**src/rtl/uart_pkg.sv**
```systemverilog
// Shared definitions for the configurable UART: parity modes, FSM state
// encoding, default bit timing and the parity helper.
package uart_pkg;

    // Parity selection values for c_PARITY
    localparam int c_PARITY_NONE = 0;
    localparam int c_PARITY_EVEN = 1;
    localparam int c_PARITY_ODD  = 2;

    // 50 MHz system clock at 115200 baud
    localparam int c_DEFAULT_CYCLES_PER_BIT = 434;

    // Widest payload any configuration can carry
    localparam int c_MAX_DATA_BITS = 9;

    // Transmit FSM state encoding
    localparam logic [2:0] c_ST_IDLE   = 3'd0;
    localparam logic [2:0] c_ST_START  = 3'd1;
    localparam logic [2:0] c_ST_DATA   = 3'd2;
    localparam logic [2:0] c_ST_PARITY = 3'd3;
    localparam logic [2:0] c_ST_STOP   = 3'd4;

    typedef enum logic [2:0] {
        ST_IDLE   = c_ST_IDLE,
        ST_START  = c_ST_START,
        ST_DATA   = c_ST_DATA,
        ST_PARITY = c_ST_PARITY,
        ST_STOP   = c_ST_STOP
    } tx_state_e;

    // Parity over a zero-extended payload; i_odd inverts the even result
    function automatic logic calc_parity(input logic [c_MAX_DATA_BITS-1:0] i_data,
                                         input logic i_odd);
        return (^i_data) ^ i_odd;
    endfunction

endpackage

```
**src/rtl/uart_bit_timer.sv**
```systemverilog
// Bit-period timer: counts 0..c_CYCLES_PER_BIT-1 while enabled and flags the
// cycle whose closing edge wraps the count back to 0. Shared by TX and RX.
module uart_bit_timer
    import uart_pkg::*;
#(
    parameter int c_CYCLES_PER_BIT = c_DEFAULT_CYCLES_PER_BIT
) (
    input  logic i_CLK,
    input  logic i_RESET,
    input  logic i_CLEAR,
    input  logic i_ENABLE,
    output logic o_BIT_TICK
);

    localparam int c_CNT_W = $clog2(c_CYCLES_PER_BIT);
    localparam logic [c_CNT_W-1:0] c_LAST = c_CNT_W'(c_CYCLES_PER_BIT - 1);
    localparam logic [c_CNT_W-1:0] c_ONE  = c_CNT_W'(1);

    if (c_CYCLES_PER_BIT < 2) begin : g_bad_cycles
        $error("uart_bit_timer: c_CYCLES_PER_BIT must be at least 2");
    end

    logic [c_CNT_W-1:0] count_r;
    logic               wrap_s;

    // The tick is a strobe for the cycle in which the registered count is at
    // its last value, so the consumer advances on the same edge the count wraps.
    assign wrap_s     = i_ENABLE && (count_r == c_LAST);
    assign o_BIT_TICK = wrap_s;

    // Cycle counter within the current bit period
    always_ff @(posedge i_CLK or negedge i_RESET) begin
        if (!i_RESET) begin
            count_r <= '0;
        end else if (i_CLEAR) begin
            count_r <= '0;
        end else if (wrap_s) begin
            count_r <= '0;
        end else if (i_ENABLE) begin
            count_r <= count_r + c_ONE;
        end else begin
            count_r <= count_r;
        end
    end

endmodule

```
**src/rtl/uart_tx_cfg.sv**
```systemverilog
// Configurable UART transmitter: 5..9 data bits, none/even/odd parity,
// 1 or 2 stop bits, ready/valid handshake allowing back-to-back frames with
// a single idle-high cycle between the last stop bit and the next start bit.
module uart_tx_cfg
    import uart_pkg::*;
#(
    parameter int c_CYCLES_PER_BIT = c_DEFAULT_CYCLES_PER_BIT,
    parameter int c_DATA_BITS      = 8,
    parameter int c_PARITY         = c_PARITY_NONE,
    parameter int c_STOP_BITS      = 1
) (
    input  logic                   i_CLK,
    input  logic                   i_RESET,
    input  logic                   i_TX_DV,
    input  logic [c_DATA_BITS-1:0] i_PARALLEL_DATA,
    output logic                   o_TX_READY,
    output logic                   o_SERIAL_DATA,
    output logic                   o_TX_ACTIVE,
    output logic                   o_TX_DONE
);

    localparam int c_IDX_W = $clog2(c_DATA_BITS);
    localparam logic [c_IDX_W-1:0] c_LAST_IDX   = c_IDX_W'(c_DATA_BITS - 1);
    localparam logic [c_IDX_W-1:0] c_IDX_ONE    = c_IDX_W'(1);
    localparam logic               c_LAST_STOP  = 1'(c_STOP_BITS - 1);
    localparam logic               c_ODD        = (c_PARITY == c_PARITY_ODD) ? 1'b1 : 1'b0;
    localparam bit                 c_HAS_PARITY = (c_PARITY != c_PARITY_NONE);

    if ((c_DATA_BITS < 5) || (c_DATA_BITS > c_MAX_DATA_BITS)) begin : g_bad_data_bits
        $error("uart_tx_cfg: c_DATA_BITS must be in 5..9");
    end
    if ((c_PARITY != c_PARITY_NONE) && (c_PARITY != c_PARITY_EVEN) &&
        (c_PARITY != c_PARITY_ODD)) begin : g_bad_parity
        $error("uart_tx_cfg: c_PARITY must be 0, 1 or 2");
    end
    if ((c_STOP_BITS != 1) && (c_STOP_BITS != 2)) begin : g_bad_stop_bits
        $error("uart_tx_cfg: c_STOP_BITS must be 1 or 2");
    end
    if (c_CYCLES_PER_BIT < 2) begin : g_bad_cycles
        $error("uart_tx_cfg: c_CYCLES_PER_BIT must be at least 2");
    end

    tx_state_e              state_r;
    tx_state_e              state_next_s;
    logic [c_DATA_BITS-1:0] shift_r;
    logic [c_DATA_BITS-1:0] shift_next_s;
    logic                   parity_r;
    logic                   parity_next_s;
    logic [c_IDX_W-1:0]     idx_r;
    logic [c_IDX_W-1:0]     idx_next_s;
    logic                   stop_cnt_r;
    logic                   stop_cnt_next_s;
    logic                   serial_next_s;
    logic                   done_next_s;
    logic                   timer_clear_s;
    logic                   timer_en_s;
    logic                   bit_tick_s;
    logic                   serial_r;
    logic                   active_r;
    logic                   ready_r;
    logic                   done_r;

    assign timer_en_s = (state_r != ST_IDLE);

    uart_bit_timer #(
        .c_CYCLES_PER_BIT (c_CYCLES_PER_BIT)
    ) u_bit_timer (
        .i_CLK      (i_CLK),
        .i_RESET    (i_RESET),
        .i_CLEAR    (timer_clear_s),
        .i_ENABLE   (timer_en_s),
        .o_BIT_TICK (bit_tick_s)
    );

    // FSM state register
    always_ff @(posedge i_CLK or negedge i_RESET) begin
        if (!i_RESET) begin
            state_r <= ST_IDLE;
        end else begin
            state_r <= state_next_s;
        end
    end

    // Next-state, datapath updates and the next line level derived from them
    always_comb begin
        state_next_s    = state_r;
        shift_next_s    = shift_r;
        parity_next_s   = parity_r;
        idx_next_s      = idx_r;
        stop_cnt_next_s = stop_cnt_r;
        done_next_s     = 1'b0;
        timer_clear_s   = 1'b0;
        serial_next_s   = 1'b1;

        case (state_r)
            ST_IDLE: begin
                if (i_TX_DV) begin
                    state_next_s    = ST_START;
                    shift_next_s    = i_PARALLEL_DATA;
                    parity_next_s   = calc_parity(c_MAX_DATA_BITS'(i_PARALLEL_DATA), c_ODD);
                    idx_next_s      = '0;
                    stop_cnt_next_s = 1'b0;
                    timer_clear_s   = 1'b1;
                end else begin
                    state_next_s = ST_IDLE;
                end
            end
            ST_START: begin
                if (bit_tick_s) begin
                    state_next_s = ST_DATA;
                end else begin
                    state_next_s = ST_START;
                end
            end
            ST_DATA: begin
                if (bit_tick_s) begin
                    shift_next_s = {1'b0, shift_r[c_DATA_BITS-1:1]};
                    if (idx_r == c_LAST_IDX) begin
                        idx_next_s   = '0;
                        state_next_s = c_HAS_PARITY ? ST_PARITY : ST_STOP;
                    end else begin
                        idx_next_s   = idx_r + c_IDX_ONE;
                    end
                end else begin
                    state_next_s = ST_DATA;
                end
            end
            ST_PARITY: begin
                if (bit_tick_s) begin
                    state_next_s = ST_STOP;
                end else begin
                    state_next_s = ST_PARITY;
                end
            end
            ST_STOP: begin
                if (bit_tick_s) begin
                    if (stop_cnt_r == c_LAST_STOP) begin
                        state_next_s    = ST_IDLE;
                        stop_cnt_next_s = 1'b0;
                        done_next_s     = 1'b1;
                    end else begin
                        stop_cnt_next_s = stop_cnt_r + 1'b1;
                    end
                end else begin
                    state_next_s = ST_STOP;
                end
            end
            default: begin
                state_next_s = ST_IDLE;
            end
        endcase

        // Line level for the state being entered, so the output register
        // switches on the same edge as the state.
        case (state_next_s)
            ST_IDLE:   serial_next_s = 1'b1;
            ST_START:  serial_next_s = 1'b0;
            ST_DATA:   serial_next_s = shift_next_s[0];
            ST_PARITY: serial_next_s = parity_next_s;
            ST_STOP:   serial_next_s = 1'b1;
            default:   serial_next_s = 1'b1;
        endcase
    end

    // Shift register, parity bit, bit index and stop-bit counter
    always_ff @(posedge i_CLK or negedge i_RESET) begin
        if (!i_RESET) begin
            shift_r    <= '0;
            parity_r   <= 1'b0;
            idx_r      <= '0;
            stop_cnt_r <= 1'b0;
        end else begin
            shift_r    <= shift_next_s;
            parity_r   <= parity_next_s;
            idx_r      <= idx_next_s;
            stop_cnt_r <= stop_cnt_next_s;
        end
    end

    // Registered outputs; reset drives the line high immediately
    always_ff @(posedge i_CLK or negedge i_RESET) begin
        if (!i_RESET) begin
            serial_r <= 1'b1;
            active_r <= 1'b0;
            ready_r  <= 1'b1;
            done_r   <= 1'b0;
        end else begin
            serial_r <= serial_next_s;
            active_r <= (state_next_s != ST_IDLE);
            ready_r  <= (state_next_s == ST_IDLE);
            done_r   <= done_next_s;
        end
    end

    assign o_SERIAL_DATA = serial_r;
    assign o_TX_ACTIVE   = active_r;
    assign o_TX_READY    = ready_r;
    assign o_TX_DONE     = done_r;

endmodule

```
**config.mk**
```make
export PLATFORM = sky130hd
export DESIGN_NAME = uart_tx_cfg
export DESIGN_NICKNAME = d
export VERILOG_FILES = /design/src/rtl/uart_pkg.sv /design/src/rtl/uart_bit_timer.sv /design/src/rtl/uart_tx_cfg.sv
export SDC_FILE = /design/constraint.sdc
export NUM_CORES = 1
export LEC_CHECK = 0
export BUFFER_PORTS_ARGS = -buffer_cell sky130_fd_sc_hd__buf_2
export CAP_MARGIN = 20
export CORE_ASPECT_RATIO = 0.5
export CORE_MARGIN = 5
export CORE_UTILIZATION = 53
export DETAILED_ROUTE_END_ITERATION = 10
export PLACE_DENSITY = 0.73
export SYNTH_ARGS = -nofsm -noshare
export SYNTH_HDL_FRONTEND = slang
export SYNTH_HIERARCHICAL = 1
export SYNTH_SLANG_ARGS = --single-unit
```
**constraint.sdc**
```tcl
create_clock -name i_CLK -period 3 [get_ports i_CLK]
set_input_delay 0.6 -clock i_CLK [delete_from_list [all_inputs] [get_ports i_CLK]]
set_output_delay 0.6 -clock i_CLK [all_outputs]
set_load 0.005 [all_outputs]
```
==> results of run 1 <==
-- state kept, by name (all words and copies together) (netlist names) --
| signal | count |
|---|---|
| o_TX_READY | 1 |
| state_r | 3 |
| o_TX_DONE | 1 |
| o_SERIAL_DATA | 1 |
| parity_r | 1 |
| u_bit_timer/count_r | 9 |
| o_TX_ACTIVE | 1 |
| idx_r | 3 |
| shift_r | 8 |
-- final cells by class --
type                            count  area share, %
Timing Repair Buffer               15          5.020
Tap cell                           37          2.996
Inverter                           11          2.672
Clock buffer                        4          2.915
Sequential cell                    28          45.51
Multi-Input combinational cell     93          40.89
-- power groups by stage --
| stage | logic [mW] | registers [mW] | clock network, mW |
|---|---|---|---|
| detailed placement | 0.213 | 0.537 | 0 |
| floorplan | 0.164 | 0.521 | 0 |
| CTS | 0.214 | 0.530 | 0.216 |
| finish | 0.211 | 0.531 | 0.207 |
| global route | 0.241 | 0.542 | 0.231 |
| global placement | 0.205 | 0.536 | 0 |
-- cells by family after synthesis --
logic type,after synthesis
compound gates,33
xor+xnor,10
fa+ha+maj,4
buf+inv,17
flops,28
mux,1
simple gates,45
-- how the worst min path moves through the flow --
stage | to | slack [ps]
finish | u_bit_timer/count_r[7]$_DFFE_PN0P_ | 320
CTS | u_bit_timer/count_r[7]$_DFFE_PN0P_ | 340
detailed placement | idx_r[2]$_DFFE_PN0P_ | 480
global placement | idx_r[2]$_DFFE_PN0P_ | 470
global route | u_bit_timer/count_r[7]$_DFFE_PN0P_ | 380
floorplan | idx_r[0]$_DFFE_PN0P_ | 300
-- synthesized netlist by cell type (all sizes together) --
cell,number
nor3,2
buf,4
nand2,16
xnor2,7
nand3,2
nor2b,1
dfstp,2
o21ai,7
o211ai,1
and2,2
nor3b,1
o32ai,1
a21oi,7
mux2i,1
nor2,9
a22o,2
nand3b,1
o21ba,1
o2111ai,1
clkbuf,2
xor2,3
dfrtp,26
ha,4
or3,6
or4,2
and3,1
a222oi,7
nand4,2
o31ai,6
inv,11
-- critical path: stages (launching register included) --
cell      delay, ps
dfrtp_1         480
or3_2           250
nand4_1         200
nor3_2          500
mux2i_1         130
or3_1           520
a222oi_1        410
inv_1            80
-- cell usage in the layout (no fill, tap or decap), drive strengths merged, types with 2 or more instances in the layout --
| master | instances |
|---|---|
| a222oi | 7 |
| or4 | 2 |
| nor3 | 2 |
| clkbuf | 4 |
| dfstp | 2 |
| o21ai | 7 |
| nand4 | 2 |
| a22o | 2 |
| xnor2 | 7 |
| a21oi | 7 |
| nor2 | 9 |
| xor2 | 3 |
| nand2 | 16 |
| or3 | 6 |
| inv | 11 |
| dfrtp | 26 |
| ha | 4 |
| and2 | 2 |
| o31ai | 6 |
| buf | 15 |
| nand3 | 2 |
-- routing by layer --
metal | wire, µm | share of wire, % | GRT usage [%] | vias to the layer above
met3 | 89 | 3.6 | 4.107 | 4
met5 | 0 | 0 | 0 | -
met2 | 1164 | 47 | 26.91 | 19
met4 | 27 | 1.1 | 4.235 | 0
met1 | 1208 | 49 | 17.71 | 493
li1 | - | - | - | 528
-- through the flow --
step / power [mW] / std cells / worst slack (ps) / util [%] / hold WS, ps
2_1_floorplan: 0.6850 / 138 / 674.2 / - / 304.4
3_3_place_gp: 0.7402 / 184 / 459.6 / 58.01 / 471.9
3_5_place_dp: 0.7495 / 184 / 332.0 / 58.01 / 483.5
4_1_cts: 0.9596 / 188 / 314.3 / 59.75 / 343.8
5_1_grt: 1.014 / 188 / 35.63 / 59.75 / 381.7
6_report: 0.9486 / 188 / 308.0 / 59.75 / 324.8
==> results.toml, run 1 <==
[outcome]
outcome = "completed"

[synthesis]
synth.avg_cell_area_um2 = 10.29
synth_simple_gate_area_share_pct = 15.95
synth_top_family_by_area = "compound AO/OA/AOI/OAI gates"
synth_warnings = 6
synth_cells = 138
synth_xor_xnor_area_share_pct = 6.167
synthMuxAreaShare_pct = 0.7048
synth_fa_ha_area_share_pct = 3.524
ys_seq_area_share_pct = 49.52
synth_cell_types = 39
synth_fp_nets = 153
synth-seq-cells = 28
netlist.area_leader.share_pct = 45.81
synth_compound_area_share_pct = 18.15
syn-cell-area_um2 = 1420
yosysTopAreaCell = "dfrtp_1"
synth_top_cells_by_area = "dfrtp_1 46%, a222oi_1 4.9%, xnor2_1 4.3%"

[worst_setup_path]
cp-endpoint = "shift_r[0]$_DFF_PN0_"
crit_start = "state_r[1]$_DFF_PN0_"
path_max_fanout = 14
r2r-end = "shift_r[0]$_DFF_PN0_"
critPathArrivalTime_ps = 2850
crit_type = "flop to flop"
endpoint_kind = "flop"
reg2reg_depth = 7
worstSetupStartpointType = "flop"
r2r_setup_slack_ps = 310
rr_startpoint = "state_r[1]$_DFF_PN0_"
cp_data_required_time_ps = 3160

[die]
fp.dieW_um = 83.21
die_area_um2 = 3877
die_y_um = 46.60
start_util_pct = 54.91
core_area_um2 = 2586
io_pins = 15
rows = 13

[timing]
rsz0062_at_grt = "false"
maxSlewViolCount = 0
timing.final.crit_period_ps = 2692
setup_violations = 0
fin_crit_sh_pct = 89.73
finalClockSkew_ps = 3.650
final_hold_viol_count = 0
fmax_mhz = 371.5
relSlewSlack_pct = 59.71
finalSetupTns_ps = 0
tightest_slew_ps = 604.3

[grt]
gr-total-overflow = 0
grt_max_degree = 29
grt_pass1_vias = 1027
grt_usage_pct = 14.75
antenna_found_initial = 0
grt_pass1_wl_um = 4429

[routing]
routed_wl_um = 2490
ant_nets = 0
drc = 0
avgViaCountPerCell = 5.553
drt-pass1-iter-count = 4
wire_per_inst_um = 13.24
vias = 1044
drtIter0Drc = 55

[cts]
cts_tree = "done"
cts_max_path_buffers = 2
cts-buffers-inserted = 3
clk_pin_slew_ps = 90
cts_max_level = 1
post-cts-setup-buffers = 0
ctsResizeCount = 0
cts-root-buf = "clkbuf_8"
ctsHoldBuffers = 0
clk_latency_ps = 270
clock_sinks = 28

[place]
hpwl_um = 1861
place_congestion = 0.7595
dpl_cell_area_um2 = 1500
port_buffers = 14

[finish]
regArea_um2 = 703.2
multi_input_area_um2 = 631.9
final_layout_size_suffix_gt1_share_pct = 17.88
layout-area-overhead-vs-synth_pct = 8.810
diodes = 0
fin_nets = 167
final_area_um2 = 1545
num-fill-cells = 237

[pwr]
power_switching_mw = 0.2957
pwr-share-comb_pct = 22.2
intPower_mw = 0.6529
netSwitchingFraction_pct = 31.17
vdd_drop_max_mv = 0.3339
p_per_area_nw_per_um2 = 613.9
leakage_nw = 0.6966
pwr-share-seq_pct = 56.0
clockPowerShare_pct = 21.8

[flow_run]
drv_cap = 0

[min_path]
hp-class = "input port to asynchronous set/reset pin"
(Power assumes the default switching activity.)
==> run 2, diff against run 1 <==
CTS_BUF_LIST = sky130_fd_sc_hd__clkbuf_2   (was default)
==> run 2 against run 1 <==
Net effect:
- combinational power is essentially flat
- global-route usage unchanged
- largest cell class unchanged
- utilization fell by 0.97 points
- critical path type unchanged
==> results.toml, run 2 (same netlist as run 1, synthesis figures left out) <==
[grt]
use_met1_pct = 17.49
antenna_found_initial = 0
use_met2_pct = 26.59
grt_pass1_vias = 1024
grt_pass1_wl_um = 4422
busiest_layer = "met2"
met3_usage_pct = 4.821
grt_max_degree = 29
grt_usage_pct = 14.75
gr-total-overflow = 0

[pwr]
netSwitchingFraction_pct = 32.86
intPower_mw = 0.5922
p_per_area_nw_per_um2 = 580.2
pwr-share-seq_pct = 60.2
clockPowerShare_pct = 16.0
power_switching_mw = 0.2899
pwr-share-comb_pct = 23.8
leakage_nw = 0.6905
vdd_drop_max_mv = 0.3087

[finish]
top_regs = "u_bit_timer/count_r (9), shift_r (8)"
diodes = 0
num-fill-cells = 233
final_layout_size_suffix_gt1_share_pct = 18.54
multi_input_area_um2 = 631.9
fin_nets = 167
utilization_pct = 58.78
layout-area-overhead-vs-synth_pct = 7.049
top_register = "u_bit_timer/count_r"
instances_no_fill = 188
regArea_um2 = 703.2
largest_reg_flops = 9
mostFrequentLayoutCells = "26 x dfrtp_1, 16 x nand2_1, 14 x buf_2, 11 x inv_1, 9 x nor2_1"
final_common_cell = "dfrtp_1"

[timing]
final_hold_viol_count = 0
maxSlewViolCount = 0
finalSetupTns_ps = 0
relSlewSlack_pct = 60.05
fin_crit_sh_pct = 90.01
tightest_slew_ps = 599.3
finalHoldWorstSlack_ps = 199.4
fmax_mhz = 370.3
timing.final.crit_period_ps = 2700
setup_violations = 0
rsz0062_at_grt = "false"
finalClockSkew_ps = 6.397

[cts]
clock_sinks = 28
cts_max_path_buffers = 2
cts_tree = "done"
clk_pin_slew_ps = 240
post-cts-setup-buffers = 0
clk_latency_ps = 360
ctsHoldBuffers = 0
cts-buffers-inserted = 3
cts-root-buf = "clkbuf_2"
cts_max_level = 1
ctsResizeCount = 0

[routing]
routed_wl_um = 2467
vias = 1052
ant_nets = 0
wire_per_inst_um = 13.12
drt-pass1-iter-count = 4
drtIter0Drc = 61
avgViaCountPerCell = 5.596
drc = 0

[die]
start_util_pct = 54.91
core_area_um2 = 2586
die_y_um = 46.60
io_pins = 15
die_area_um2 = 3877
fp.dieW_um = 83.21
rows = 13

[flow_run]
drv_cap = 0

[place]
dp.cells = 184
place_congestion = 0.7595
port_buffers = 14
hpwl_um = 1861

[worst_setup_path]
worstSetupStartpointType = "flop"
endpoint_kind = "flop"
reg2reg_depth = 7
cp_data_required_time_ps = 3270
critPathArrivalTime_ps = 2970
path_max_fanout = 14
crit_type = "flop to flop"

[min_path]
hp-class = "input port to asynchronous set/reset pin"

[outcome]
outcome = "completed"
==> run 2: cell count changes in the layout (fill, tap and decap cells not counted) <==
cell and delta:
clkbuf_1 -1, clkbuf_8 -3, clkbuf_2 +4
==> run 2: path summary, 6_finish.rpt <==
kind / startpoint / end / slack [ps]
worst min register to register: idx_r[2]$_DFFE_PN0P_ / idx_r[2]$_DFFE_PN0P_ / 530
min in group i_CLK: i_PARALLEL_DATA[5] / shift_r[5]$_DFFE_PN0P_ / 460
max in group asynchronous: i_RESET / o_SERIAL_DATA$_DFF_PN1_ / 2410
worst max register to register: state_r[1]$_DFF_PN0_ / shift_r[0]$_DFF_PN0_ / 300
worst max-delay path: state_r[1]$_DFF_PN0_ / shift_r[0]$_DFF_PN0_ / 300
worst min-delay path: i_RESET / u_bit_timer/count_r[8]$_DFFE_PN0P_ / 200
==> run 2: power groups by stage <==
| stage | Clock (mW) | Sequential [mW] | Combinational, mW |
|---|---|---|---|
| CTS | 0.148 | 0.529 | 0.213 |
| detailed placement | 0 | 0.537 | 0.213 |
| global route | 0.167 | 0.542 | 0.241 |
| floorplan | 0 | 0.521 | 0.164 |
| finish | 0.141 | 0.531 | 0.210 |
| global placement | 0 | 0.536 | 0.205 |
==> run 2: metal layers <==
metal / part of all wire [%] / up-vias
met5: 0 / -
met1: 48 / 497
met3: 4.7 / 5
li1: - / 524
met4: 0.93 / 0
met2: 47 / 26
==> run 2: worst max-delay path, stage by stage, from the launching register on <==
cell,delay (ps)
dfrtp_1,530
or3_2,250
nand4_1,200
nor3_2,500
mux2i_1,130
or3_1,520
a222oi_1,410
inv_1,70
==> run 2: metrics by stage <==
stage          total power, mW  worst slack (ps)  area [µm²]
3_3_place_gp            0.7402             459.6        1500
3_5_place_dp            0.7495             332.0        1500
5_1_grt                 0.9496             22.40        1520
6_report                0.8821             299.6        1520
4_1_cts                 0.8908             296.9        1520
2_1_floorplan           0.6850             674.2        1420
==> run 2: area by class of cell <==
type,count,share of cell area [%]
Sequential cell,28,46.26
Multi-Input combinational cell,93,41.56
Timing Repair Buffer,15,5.103
Tap cell,37,3.045
Inverter,11,2.716
Clock buffer,4,1.317
==> run 3, diff against run 2 <==
MAX_ROUTING_LAYER = met4   (was default)
SYNTH_HIERARCHICAL = default   (was 1)
==> run 3 against run 2 <==
Net effect:
- non-clock buffer count is 1 lower
- total power down 35%
- count of clock-buffer cells in the layout decreased by 1
- sequential power down 27%
- combinational power is 79% lower
- clock skew shrank 3.1 ps
- wire length up 17%
- area after synthesis grew 8.7%
- setup slack improved by 790 ps
- synthesized cell count rose by 7.2%
- largest power group unchanged
==> results.toml, run 3 <==
[outcome]
outcome = "completed"

[die]
rows = 13
fp.dieW_um = 86.33
start_util_pct = 57.53
die_y_um = 48.17
die_area_um2 = 4158
io_pins = 15
core_area_um2 = 2684

[routing]
avgViaCountPerCell = 5.878
ant_nets = 0
wl_met2_um = 1287
routed_wl_um = 2879
top_layer_used = "met4"
drt-met1-wl_um = 1431
drtIter0Drc = 63
wl_met3_um = 146
drt-pass1-iter-count = 4
drc = 0
wire_per_inst_um = 14.61
vias = 1158

[finish]
final_area_um2 = 1643
multi_input_area_um2 = 782.0
mostFrequentLayoutCells = "26 x dfrtp_1, 14 x buf_2, 13 x nand2_1, 11 x o21ai_0"
final_layout_size_suffix_gt1_share_pct = 18.75
final_common_cell = "dfrtp_1"
fin_nets = 176
largest_reg_flops = 9
top_register = "u_bit_timer.count_r"
regArea_um2 = 703.2
layout-area-overhead-vs-synth_pct = 6.402
num-fill-cells = 225
top_regs = "u_bit_timer.count_r (9), shift_r (8)"
utilization_pct = 61.21
diodes = 0

[cts]
post-cts-setup-buffers = 0
clk_latency_ps = 360
cts_tree = "done"
ctsResizeCount = 0
cts-buffers-inserted = 3
cts-root-buf = "clkbuf_2"
ctsHoldBuffers = 0
cts_max_path_buffers = 2
clk_pin_slew_ps = 250
clock_sinks = 28
cts_max_level = 1

[place]
place_congestion = 0.8232
port_buffers = 14
hpwl_um = 2077
dpl_cell_area_um2 = 1624

[grt]
grt_max_degree = 29
grt_pass1_vias = 1095
gr-total-overflow = 0
antenna_found_initial = 0
grt_pass1_wl_um = 4947
grt_usage_pct = 16.38

[timing]
fin_crit_sh_pct = 63.75
finalHoldWorstSlack_ps = 192.0
setup_violations = 0
final_hold_viol_count = 0
fmax_mhz = 522.9
timing.final.crit_period_ps = 1913
finalSetupTns_ps = 0
rsz0062_at_grt = "false"
finalClockSkew_ps = 3.346
relSlewSlack_pct = 45.31
tightest_slew_ps = 813.6
maxSlewViolCount = 0

[worst_setup_path]
critPathArrivalTime_ps = 2230
worstSetupStartpointType = "flop"
endpoint_kind = "flop"
cp_data_required_time_ps = 3310
max_stage_delay_ps = 520
path_cells = "ha_1 > and4b_1 > a21oi_1 > a21oi_1 > o22ai_1"
crit_type = "flop to flop"
crit_path_frequent_cell = "a21oi_1"
crit_buf_inv = 0
cpMaxStageDelayCell = "a21oi_1"
critical-path-top-delay-family = "compound AO/OA/AOI/OAI gates"
path_max_fanout = 8

[synthesis]
synth_warnings = 0
synth_cell_types = 47
synth_edf_count = 0
synth.avg_cell_area_um2 = 10.43
synth_top_flop_cell = "dfrtp_1"
synth_common_cells = "26 x dfrtp_1, 13 x nand2_1, 11 x o21ai_0"
syn-cell-area_um2 = 1544
netlist.area_leader.share_pct = 42.14
synth_top_cells_by_area = "dfrtp_1 42%, a22o_1 4.0%, xnor2_1 4.0%"
yosysTopAreaCell = "dfrtp_1"
synth_fp_nets = 163
synth-async-reset-ratio_pct = 100.0
synthMostInstantiatedCell = "dfrtp_1"
ys_seq_area_share_pct = 45.54
synth-seq-cells = 28
synth_cells = 148

[pwr]
p_per_area_nw_per_um2 = 347.3
finalPower_mw = 0.5705
vdd_drop_max_mv = 0.2331
leakage_nw = 0.7685

[flow_run]
drv_cap = 0

[min_path]
hp-class = "input port to asynchronous set/reset pin"
-- run 3: cell count changes after synthesis, moves of 3 or more --
cell	change
nand2_1	-3
inv_1	-5
o21ai_0	+5
or3_1	-3
mux2i_1	+3
a21o_1	+6
a222oi_1	-7
or2_2	+4
o31ai_1	-5
a22o_1	+6
nor2_1	-4
-- run 3: cell type report --
| cell class | count | share of cell area, % |
|---|---|---|
| multi-input cells | 108 | 47.60 |
| flip-flops and latches | 28 | 42.80 |
| repair buffers | 14 | 4.265 |
| well taps | 37 | 2.818 |
| inverters | 6 | 1.371 |
| clock buffers | 3 | 0.9139 |
| clock inverters | 1 | 0.2285 |
-- run 3: cell families after synthesis --
kind of cell,count (synthesis),synth area share [%]
simple gates,50,21.39
xor+xnor,8,4.538
mux,5,3.565
compound gates,41,17.91
flops,28,45.54
buf+inv,12,3.809
fa+ha+maj,4,3.242
-- run 3: power by group --
part,internal (mW),leakage [nW],switching [mW]
clock network,0.0290,0.0140,0.109
registers,0.386,0.341,0.00314
logic,0.0218,0.413,0.0213
-- run 3: per-stage QoR --
stage	worst slack (ps)	instances
6_report	1088	197
5_1_grt	952.7	197
4_1_cts	1080	197
3_5_place_dp	1012	193
3_3_place_gp	1034	193
2_1_floorplan	1321	148
-- run 3: metal layers --
metal	vias up	track usage [%]
met5	-	-
met4	0	2.795
met3	2	4.722
met2	27	26.90
met1	564	21.02
li1	565	-
-- run 3: worst register-to-register path: stages, from the launching register on --
cell     delay [ps]
dfrtp_1         500
ha_1            230
and4b_1         300
a21oi_1         520
a21oi_1         130
o22ai_1         180
-- run 3: final timing paths --
| check | to | cells after the start | startpoint | slack, ps |
|---|---|---|---|---|
| setup reg to reg | u_bit_timer.count_r[6]$_DFFE_PN0P_ | 5 | u_bit_timer.count_r[0]$_DFFE_PN0P_ | 1090 |
| setup / recovery | u_bit_timer.count_r[6]$_DFFE_PN0P_ | 5 | u_bit_timer.count_r[0]$_DFFE_PN0P_ | 1090 |
| hold / removal | u_bit_timer.count_r[5]$_DFFE_PN0P_ | 1 | i_RESET | 190 |
| max in group asynchronous | idx_r[1]$_DFFE_PN0P_ | 1 | i_RESET | 2400 |
| min in group i_CLK | shift_r[0]$_DFF_PN0_ | 2 | i_PARALLEL_DATA[0] | 470 |
| hold reg to reg | shift_r[1]$_DFFE_PN0P_ | 1 | shift_r[1]$_DFFE_PN0P_ | 510 |
